==> src/rtl/qspi_ctrl_pkg.sv <==
// Shared state encoding and protocol constants for the
// quad-SPI ROM read controller.
package qspi_ctrl_pkg;

   typedef enum logic [2:0] {
      ST_IDLE,
      ST_CMD,
      ST_ADDR,
      ST_DUMMY,
      ST_STREAM,
      ST_DESEL
   } state_t;

   localparam logic [7:0] CMD_OPCODE = 8'hEB;
   localparam int         CMD_LEN    = 8;
   localparam logic [3:0] IO_IDLE    = 4'h0;

   // Opcode goes out one bit per cycle on IO0 with IO3/IO2 held high.
   function automatic logic [3:0] cmd_nibble(input logic b);
      return {3'b110, b};
   endfunction

endpackage

==> src/rtl/qspi_prefetch_buf.sv <==
// One-entry prefetch buffer: remembers the most recently streamed
// byte and flags a request that matches it.
module qspi_prefetch_buf
   import qspi_ctrl_pkg::*;
#(
   parameter int ADDR_BITS = 24
) (
   input  logic                 clk,
   input  logic                 reset,
   input  logic                 load,
   input  logic [ADDR_BITS-1:0] load_addr,
   input  logic [7:0]           load_data,
   input  logic [ADDR_BITS-1:0] lookup_addr,
   output logic                 hit,
   output logic [7:0]           data
);

   logic [ADDR_BITS-1:0] last_addr;
   logic [7:0]           last_data;
   logic                 last_valid;

   always_ff @(posedge clk) begin
      if (reset) begin
         last_addr  <= '0;
         last_data  <= '0;
         last_valid <= 1'b0;
      end else if (load) begin
         last_addr  <= load_addr;
         last_data  <= load_data;
         last_valid <= 1'b1;
      end
   end

   assign hit  = last_valid && (lookup_addr == last_addr);
   assign data = last_data;

endmodule

==> src/rtl/qspi_rom_ctrl.sv <==
// Quad-SPI ROM read controller: issues 0xEB fast-read bursts and keeps
// streaming sequential bytes while requests follow the stream.
module qspi_rom_ctrl
   import qspi_ctrl_pkg::*;
#(
   parameter int ADDR_BITS    = 24,
   parameter int DUMMY_CYCLES = 6,
   parameter int IDLE_BYTES   = 4
) (
   input  logic                 clk,
   input  logic                 reset,
   input  logic                 req,
   input  logic [ADDR_BITS-1:0] addr,
   output logic [7:0]           rdata,
   output logic                 rdata_valid,
   output logic                 qspi_cs_n,
   output logic [3:0]           qspi_io_out,
   output logic                 qspi_io_oe,
   input  logic [3:0]           qspi_io_in
);

   localparam logic [7:0] CMD_LAST   = 8'(CMD_LEN - 1);
   localparam logic [7:0] ADDR_LAST  = 8'(ADDR_BITS / 4 - 1);
   localparam logic [7:0] DUMMY_LAST = 8'(DUMMY_CYCLES - 1);
   localparam logic [7:0] IDLE_LAST  = 8'(IDLE_BYTES - 1);
   localparam logic [ADDR_BITS-1:0] ADDR_ONE = {{(ADDR_BITS-1){1'b0}}, 1'b1};

   state_t               state;
   logic [7:0]           cnt;
   logic [7:0]           idle_cnt;
   logic [7:0]           op_sh;
   logic                 phase;
   logic [3:0]           hi_nib;
   logic [ADDR_BITS-1:0] addr_sh;
   logic [ADDR_BITS-1:0] b_addr;

   logic       buf_hit;
   logic [7:0] buf_data;
   logic [7:0] new_byte;
   logic       req_live;
   logic       byte_done;
   logic       buf_deliver;
   logic       stream_hit;
   logic       abort;
   logic       idle_tick;
   logic       idle_full;
   logic       start;

   // The request that was just answered is still on the bus this cycle.
   assign req_live    = req && !rdata_valid;
   assign byte_done   = (state == ST_STREAM) && phase;
   assign new_byte    = {hi_nib, qspi_io_in};
   assign buf_deliver = req_live && buf_hit;
   assign stream_hit  = byte_done && req_live && !buf_hit
                        && (addr == b_addr);
   assign abort       = byte_done && req_live && !buf_hit
                        && (addr != b_addr);
   assign idle_tick   = byte_done && !req_live;
   assign idle_full   = idle_tick && (idle_cnt == IDLE_LAST);
   assign start       = ((state == ST_IDLE) || (state == ST_DESEL))
                        && req_live && !buf_hit;

   qspi_prefetch_buf #(
      .ADDR_BITS(ADDR_BITS)
   ) u_buf (
      .clk        (clk),
      .reset      (reset),
      .load       (byte_done),
      .load_addr  (b_addr),
      .load_data  (new_byte),
      .lookup_addr(addr),
      .hit        (buf_hit),
      .data       (buf_data)
   );

   always_ff @(posedge clk) begin
      if (reset) begin
         state       <= ST_IDLE;
         cnt         <= '0;
         idle_cnt    <= '0;
         op_sh       <= '0;
         phase       <= 1'b0;
         hi_nib      <= '0;
         addr_sh     <= '0;
         b_addr      <= '0;
         qspi_cs_n   <= 1'b1;
         qspi_io_out <= IO_IDLE;
         qspi_io_oe  <= 1'b0;
         rdata       <= '0;
         rdata_valid <= 1'b0;
      end else begin
         rdata_valid <= 1'b0;
         if (buf_deliver) begin
            rdata       <= buf_data;
            rdata_valid <= 1'b1;
         end else if (stream_hit) begin
            rdata       <= new_byte;
            rdata_valid <= 1'b1;
         end

         if (buf_deliver || stream_hit) begin
            idle_cnt <= '0;
         end else if (idle_tick) begin
            idle_cnt <= idle_full ? '0 : idle_cnt + 8'd1;
         end

         unique case (state)
            ST_IDLE, ST_DESEL: begin
               if (start) begin
                  state       <= ST_CMD;
                  cnt         <= '0;
                  idle_cnt    <= '0;
                  op_sh       <= {CMD_OPCODE[6:0], 1'b0};
                  addr_sh     <= addr;
                  b_addr      <= addr;
                  qspi_cs_n   <= 1'b0;
                  qspi_io_out <= cmd_nibble(CMD_OPCODE[7]);
                  qspi_io_oe  <= 1'b1;
               end else begin
                  state       <= ST_IDLE;
                  qspi_cs_n   <= 1'b1;
                  qspi_io_out <= IO_IDLE;
                  qspi_io_oe  <= 1'b0;
               end
            end
            ST_CMD: begin
               cnt         <= cnt + 8'd1;
               qspi_io_out <= cmd_nibble(op_sh[7]);
               op_sh       <= {op_sh[6:0], 1'b0};
               if (cnt == CMD_LAST) begin
                  state       <= ST_ADDR;
                  cnt         <= '0;
                  qspi_io_out <= addr_sh[ADDR_BITS-1 -: 4];
                  addr_sh     <= addr_sh << 4;
               end
            end
            ST_ADDR: begin
               cnt         <= cnt + 8'd1;
               qspi_io_out <= addr_sh[ADDR_BITS-1 -: 4];
               addr_sh     <= addr_sh << 4;
               if (cnt == ADDR_LAST) begin
                  state       <= ST_DUMMY;
                  cnt         <= '0;
                  qspi_io_out <= IO_IDLE;
                  qspi_io_oe  <= 1'b0;
               end
            end
            ST_DUMMY: begin
               cnt <= cnt + 8'd1;
               if (cnt == DUMMY_LAST) begin
                  state <= ST_STREAM;
                  cnt   <= '0;
                  phase <= 1'b0;
               end
            end
            ST_STREAM: begin
               phase <= !phase;
               if (!phase) begin
                  hi_nib <= qspi_io_in;
               end else begin
                  b_addr <= b_addr + ADDR_ONE;
                  if (abort || idle_full) begin
                     state     <= ST_DESEL;
                     qspi_cs_n <= 1'b1;
                  end
               end
            end
            default: state <= ST_IDLE;
         endcase
      end
   end

endmodule

==> config.mk <==
export PLATFORM = sky130hd
export DESIGN_NAME = qspi_rom_ctrl
export DESIGN_NICKNAME = d
export VERILOG_FILES = /design/src/rtl/qspi_ctrl_pkg.sv /design/src/rtl/qspi_prefetch_buf.sv /design/src/rtl/qspi_rom_ctrl.sv
export SDC_FILE = /design/constraint.sdc
export NUM_CORES = 1
export LEC_CHECK = 0
export ABC_AREA = 1
export ABC_CLOCK_PERIOD_IN_PS = 2700
export BUFFER_PORTS_ARGS = -buffer_cell sky130_fd_sc_hd__buf_2
export CORE_MARGIN = 1.5
export CORE_UTILIZATION = 45
export CTS_CLUSTER_SIZE = 8
export DETAILED_ROUTE_END_ITERATION = 12
export GPL_TIMING_DRIVEN = 0
export SLEW_MARGIN = 20
export SYNTH_ARGS = -nofsm -noshare
export SYNTH_HDL_FRONTEND = slang
export SYNTH_SLANG_ARGS = --single-unit
==> constraint.sdc <==
create_clock -name clk -period 2.7 [get_ports clk]
set_clock_uncertainty 0.05 [all_clocks]
set_input_delay 0.54 -clock clk [delete_from_list [all_inputs] [get_ports clk]]
set_output_delay 0.54 -clock clk [all_outputs]
set_load 0.02 [all_outputs]
* Word level (Yosys, flattened, before mapping)
Index checks and enable logic that the tools add are counted.
Word-level totals: register bits 128, input port bits 31, output and inout bits 15, word-level logic and storage cells 114
Cells by class: add/subtract/negate cells 3, equality and inequality tests 17, mux-type cells 39, bitwise operators 1, reduce and logical (&&, ||, !) cells 38
Operators with widths (number):
- 8-bit 2-to-1 mux | 11
- 24-bit 2-to-1 mux | 3
- 24-bit case mux with 3 select lines | 1
- 24-bit == test | 2
- 24-bit case mux with 2 select lines | 1
- 24-bit by 1-bit adder with 24-bit output (second input constant) | 1
- 24-bit inequality test | 1
- 8-bit case mux with 3 select lines | 1
- 8-bit by 1-bit adder with 8-bit output (second input constant) | 2
- 8-bit by 3-bit == test with 1-bit output (second input constant) | 2
- 8-bit case mux with 2 select lines | 1
- 3-bit 2-to-1 mux | 5
- 3-bit case mux with 5 select lines | 1
- 1-bit logical AND | 12
- 4-bit 2-to-1 mux | 3
- 4-bit case mux with 3 select lines | 1
- 2-bit inequality test (second input constant) | 5
- 2-bit AND reduction | 5
- 2-bit nonzero test | 5
- 3-bit AND reduction | 3
- 8-bit by 2-bit == test with 1-bit output (second input constant) | 1
- 1-bit 2-to-1 mux | 8
- 3-bit by 2-bit == test with 1-bit output (second input constant) | 2
- 3-bit == test (second input constant) | 2
- 10 further kinds | 19

* Depth between registers and ports, before layout
depth in word-level cells 10, mapped depth 14, depth with buffers taken out 14

* Modules after synthesis
A second synthesis with hierarchy kept.
Second synthesis, totals: cell total of the unflattened synthesis 1068, area, all modules 6967.9 µm²
By module, submodules not included:
- qspi_rom_ctrl | instances 1, cells an instance 822, area an instance 5317.6 µm²
- qspi_prefetch_buf | instances 1, cells an instance 246, area an instance 1650.3 µm²

* Least setup slack after synthesis
OpenSTA, ideal clock, no wires.
kind input-to-reg, from input port addr[17], to register b_addr[23], arrival time 1.668 ns, data required time 2.518 ns, slack 0.850 ns, stages 13, path buffers 2, cells stage by stage inv_2 > nand2_1 > nand2_1 > nor2_1 > nand3_1 > nor2_1 > nand3_1 > nand2_1 > nand2_2 > buf_4 > buf_2 > nand3_1 > a21oi_1
Between the ends: word-level cells in the longest chain between the ends 6
RTL lines:
- start: declaration | line qspi_rom_ctrl.sv:13 | input logic [ADDR_BITS-1:0] addr,
- 24-bit == test | line qspi_prefetch_buf.sv:34 | assign hit = last_valid && (lookup_addr == last_addr);
- 1-bit logical AND | line qspi_prefetch_buf.sv:34
- 1-bit zero test | line qspi_rom_ctrl.sv:61 | && req_live && !buf_hit;
- 1-bit logical AND | line qspi_rom_ctrl.sv:61
- 2-bit inequality test (no line)
- 3-bit AND reduction (no line)
- end signal: assignment | line qspi_rom_ctrl.sv:115 | b_addr <= addr;
- end signal: assignment | line qspi_rom_ctrl.sv:161 | b_addr <= b_addr + ADDR_ONE;
- end: declaration | line qspi_rom_ctrl.sv:35 | logic [ADDR_BITS-1:0] b_addr;
Every way passes these cells. A chain may end at the register's enable or synchronous reset.

* Worst setup path in the final report
from register b_addr[0], to register b_addr[22]
Between the ends: word-level cells in the longest chain between the ends 3
RTL lines:
- 24-bit by 1-bit adder with 24-bit output | line qspi_rom_ctrl.sv:161
- 24-bit 2-to-1 mux | line qspi_rom_ctrl.sv:158 | if (!phase) begin
- 24-bit case mux with 2 select lines | line qspi_rom_ctrl.sv:107 | unique case (state)
Every way passes these cells. The select of a mux whose other input is x is not followed.

==> summary.log <==
qor: drt.totalWireLength 24.2 mm
qor: critical_path.critPathLaunchType flip-flop
qor: floorplanning.pin_count 46
qor: critical_path.crit_path_end_kind flip-flop
qor: drt.ant_nets 0
qor: synthesis.synth_async_sr_flop_share 0
qor: outcome.outcome finished, final reports clean
qor: global_route.number_of_global_route_vias_before_repair 6815
qor: critical_path.setup.worst_path.class reg2reg
qor: floorplanning.initial_core_util 0.465
qor: global_route.met1_usage 0.437
qor: global_route.grt_first_pass_wirelength 38.0 mm
qor: timing.setup_viol 0
qor: global_route.grt_antenna_before_repair 0
qor: floorplanning.design.die.area 16600 um2
qor: clock_tree.clkTransAtPathRegs 0.06 ns
qor: cells_and_area.antennaDiodeCount 0
qor: place.detailed_place_hpwl 18.3 mm
qor: global_route.grt_use_total 0.303
qor: global_route.globalRoute.busiestLayer met2
qor: place.routabilityCongestion 0.957
qor: drt.dr.pass1.iters 5
qor: synthesis.syn_nets 1167
qor: floorplanning.die-height 129 um
qor: global_route.use_met3 0.0694
qor: min_path.timing.hold.worst_path_depth 3
qor: critical_path.critPathArrivalTime 2.70 ns
qor: synthesis.synth_cells 1132
qor: timing.rsz_0062_raised_after_global_routing no
qor: critical_path.timing.critical_path.mode_cell sky130_fd_sc_hd__nand2_1
qor: power_and_ir_drop.total_power_of_the_final_layout 7.72 mW
qor: timing.final_period_minus_worst_setup_slack 2.44 ns
qor: synthesis.warnings_from_yosys 0
qor: power_and_ir_drop.power.leakage 3.40 nW
qor: global_route.use_met2 0.449
qor: critical_path.worstRegToRegCells 14
qor: cells_and_area.fin_nets 1230
qor: drt.drtIter0Drc 732
qor: drt.avgRoutedWirePerCell 17.1 um
qor: critical_path.worst_path_max_delay_cell sky130_fd_sc_hd__dfxtp_1
qor: critical_path.crit_path_max_incr_delay 0.55 ns
qor: timing.final_period_utilization 0.903
qor: synthesis.synth_area_per_cell 6.30 um2
qor: clock_tree.clock_sinks 127
qor: clock_tree.cts_root_buf sky130_fd_sc_hd__clkbuf_16
qor: synthesis.yosys_most_used_dff sky130_fd_sc_hd__dfxtp_1
qor: power_and_ir_drop.vdd.ir_drop.worst 791 uV
qor: floorplanning.die_x 129 um
qor: cells_and_area.final_layout_size_suffix_gt1_frac 0.117
qor: floorplanning.coreArea 15300 um2
qor: synthesis.synth_seq_cells 127
qor: synthesis.ys_seq_area_frac 0.357
qor: critical_path.critPathMaxFanout 8
qor: synthesis.synth_area 7130 um2
qor: timing.setup-tns-final 0 ns
qor: timing.max_freq 0.410 GHz
qor: clock_tree.postCtsHoldBufs 0
qor: clock_tree.htreeDepth 4
qor: timing.worst_slew_margin_rel 0.530
qor: synthesis.synth_enable_flop_cells 0
qor: min_path.whs_endpoint hi_nib[2]
qor: critical_path.critical_path.cell_chain ha_1 > nand3_1 > inv_1 > nand2_1 > inv_2 > nand2_1 > nor2_1 > nand2_1 > nand2_1 > nand3_1 > nand2_1 > nand3_1 > nand2_1 > nor2_1
qor: min_path.worst_hold_startpoint qspi_io_in[2]
qor: clock_tree.clk-insertion-delay-late 0.42 ns
qor: synthesis.synth_cell_types 40
qor: drt.post_drt_via_cell_ratio 5.39
qor: cells_and_area.area_growth_syn_to_layout 14.5%
qor: timing.hold_viol_final 0
qor: global_route.global_route.overflow_total 0
qor: clock_tree.cts_tree done
qor: job.drv.max_cap_violation_count 0
qor: drt.num_vias 7634
qor: timing.report.final.slew_viol_count 0
qor: clock_tree.ctsResizeCount 0
qor: global_route.pin_count_of_the_biggest_net_entering_global_routing 17
qor: power_and_ir_drop.pwr_density_cell 946 nW/um2
qor: floorplanning.row_count 45
qor: critical_path.r2r_slack 0.26 ns
qor: clock_tree.cts_bufs_inserted 17
qor: min_path.min_path_type in2reg
qor: critical_path.critPathRequiredTime 2.96 ns
qor: clock_tree.post_cts_setup_buffers 0
qor: drt.route.detailed.drc 0
qor: clock_tree.cts.path.max_buffers 2
qor: cells_and_area.postLayoutCoreUtil 0.533
qor: place.numPortBuffers 44
qor: timing.worstMarginPinSlew 0.705 ns
qor: critical_path.worst_r2r_endpoint b_addr[22]
qor: critical_path.timing.rr.start b_addr[0]
state kept, by name, summed over array words and instances, names as in the netlist:
name	count
op_sh	7
hi_nib	4
qspi_io_oe	1
qspi_cs_n	1
u_buf.data	8
qspi_io_out	4
phase	1
u_buf.last_valid	1
rdata	8
addr_sh	24
idle_cnt	8
rdata_valid	1
b_addr	24
u_buf.last_addr	24
cnt	8
state	3
cells in the final DEF, fill, tap and decap left out, types with 10 or more instances in the layout:
master	Yosys	layout
sky130_fd_sc_hd__o21ai_0	102	102
sky130_fd_sc_hd__inv_2	30	30
sky130_fd_sc_hd__xor2_1	16	16
sky130_fd_sc_hd__clkbuf_1	26	27
sky130_fd_sc_hd__clkbuf_16	0	17
sky130_fd_sc_hd__nand2_1	319	319
sky130_fd_sc_hd__buf_2	13	57
sky130_fd_sc_hd__nand3_1	107	107
sky130_fd_sc_hd__nor2_1	112	112
sky130_fd_sc_hd__o21ai_1	10	10
sky130_fd_sc_hd__inv_1	82	82
sky130_fd_sc_hd__dfxtp_1	127	127
sky130_fd_sc_hd__a21oi_1	109	109
sky130_fd_sc_hd__nor3_1	11	11
sky130_fd_sc_hd__nand4_1	12	12
per-stage QoR:
stage	instances	area [um2]	worst slack (ns)	hold WS, ns
finish	1417	8160	0.262	0.349
global placement	1387	7610	0.132	0.397
detailed placement	1387	7610	0.125	0.396
global route	1417	8160	0.0710	0.369
CTS	1417	8160	0.322	0.351
floorplan	1132	7130	0.850	0.380
how the worst max path moves through the flow:
stage | startpoint | to | cells after the start
floorplan | addr[17] | b_addr[23] | 13
global placement | addr[22] | rdata[7] | 11
detailed placement | addr[22] | rdata[7] | 11
CTS | b_addr[0] | b_addr[22] | 14
global route | b_addr[0] | b_addr[22] | 14
finish | b_addr[0] | b_addr[22] | 14
Yosys cell counts (4+ instances only):
cell type / instances / area (um2)
sky130_fd_sc_hd__inv_1: 82 / 308
sky130_fd_sc_hd__nand4_1: 12 / 75.1
sky130_fd_sc_hd__o21ai_0: 102 / 510
sky130_fd_sc_hd__inv_2: 30 / 113
sky130_fd_sc_hd__nand3b_1: 5 / 37.5
sky130_fd_sc_hd__a21oi_1: 109 / 546
sky130_fd_sc_hd__clkbuf_1: 26 / 97.6
sky130_fd_sc_hd__o21ai_1: 10 / 50.1
sky130_fd_sc_hd__nor2_1: 112 / 420
sky130_fd_sc_hd__nand2_1: 319 / 1200
sky130_fd_sc_hd__nand3_1: 107 / 536
sky130_fd_sc_hd__nor3_1: 11 / 55.1
sky130_fd_sc_hd__buf_2: 13 / 65.1
sky130_fd_sc_hd__nor2_2: 5 / 31.3
sky130_fd_sc_hd__dfxtp_1: 127 / 2540
sky130_fd_sc_hd__ha_1: 4 / 50.1
sky130_fd_sc_hd__buf_6: 5 / 56.3
sky130_fd_sc_hd__xor2_1: 16 / 140
sky130_fd_sc_hd__xnor2_1: 7 / 61.3
layer usage:
| metal | vias to the layer above | routed length (um) |
|---|---|---|
| li1 | 3806 | - |
| met1 | 3528 | 11400 |
| met2 | 263 | 10200 |
| met3 | 37 | 2080 |
| met4 | 0 | 506 |
| met5 | - | 0 |
cell families (layout without fill, tap and decap cells):
family	Yosys count	count (layout)	synth area share
simple gates	585	585	0.347
buf+inv	162	236	0.0946
fa+ha+maj	4	4	0.00702
compound gates	231	231	0.166
xor+xnor	23	23	0.0283
flops	127	127	0.357
final cells by class:
class                      count  area [um2]
timing repair buffer          44         220
fill                        1641        7160
tap                          211         264
sequential                   127        2540
clock buffer                  20         457
multi-input combinational    843        3910
inverter                     113         424
buffer                        49         250
clock inverter                10        91.3
power breakdown:
group	total [mW]	switching (mW)	internal, mW
combinational	2.89	1.93	0.956
sequential	2.63	0.375	2.26
clock	2.19	0.892	1.30
worst max-delay path, delay by kind of cell, from the launching register on:
kind                     cells  cell delay, ns
buffers and inverters        2            0.29
AND/OR/NAND/NOR             11            1.19
adder cells (fa/ha/maj)      1            0.25
flip-flops                   1            0.55
Note: power is estimated with default switching activity, not from simulation.
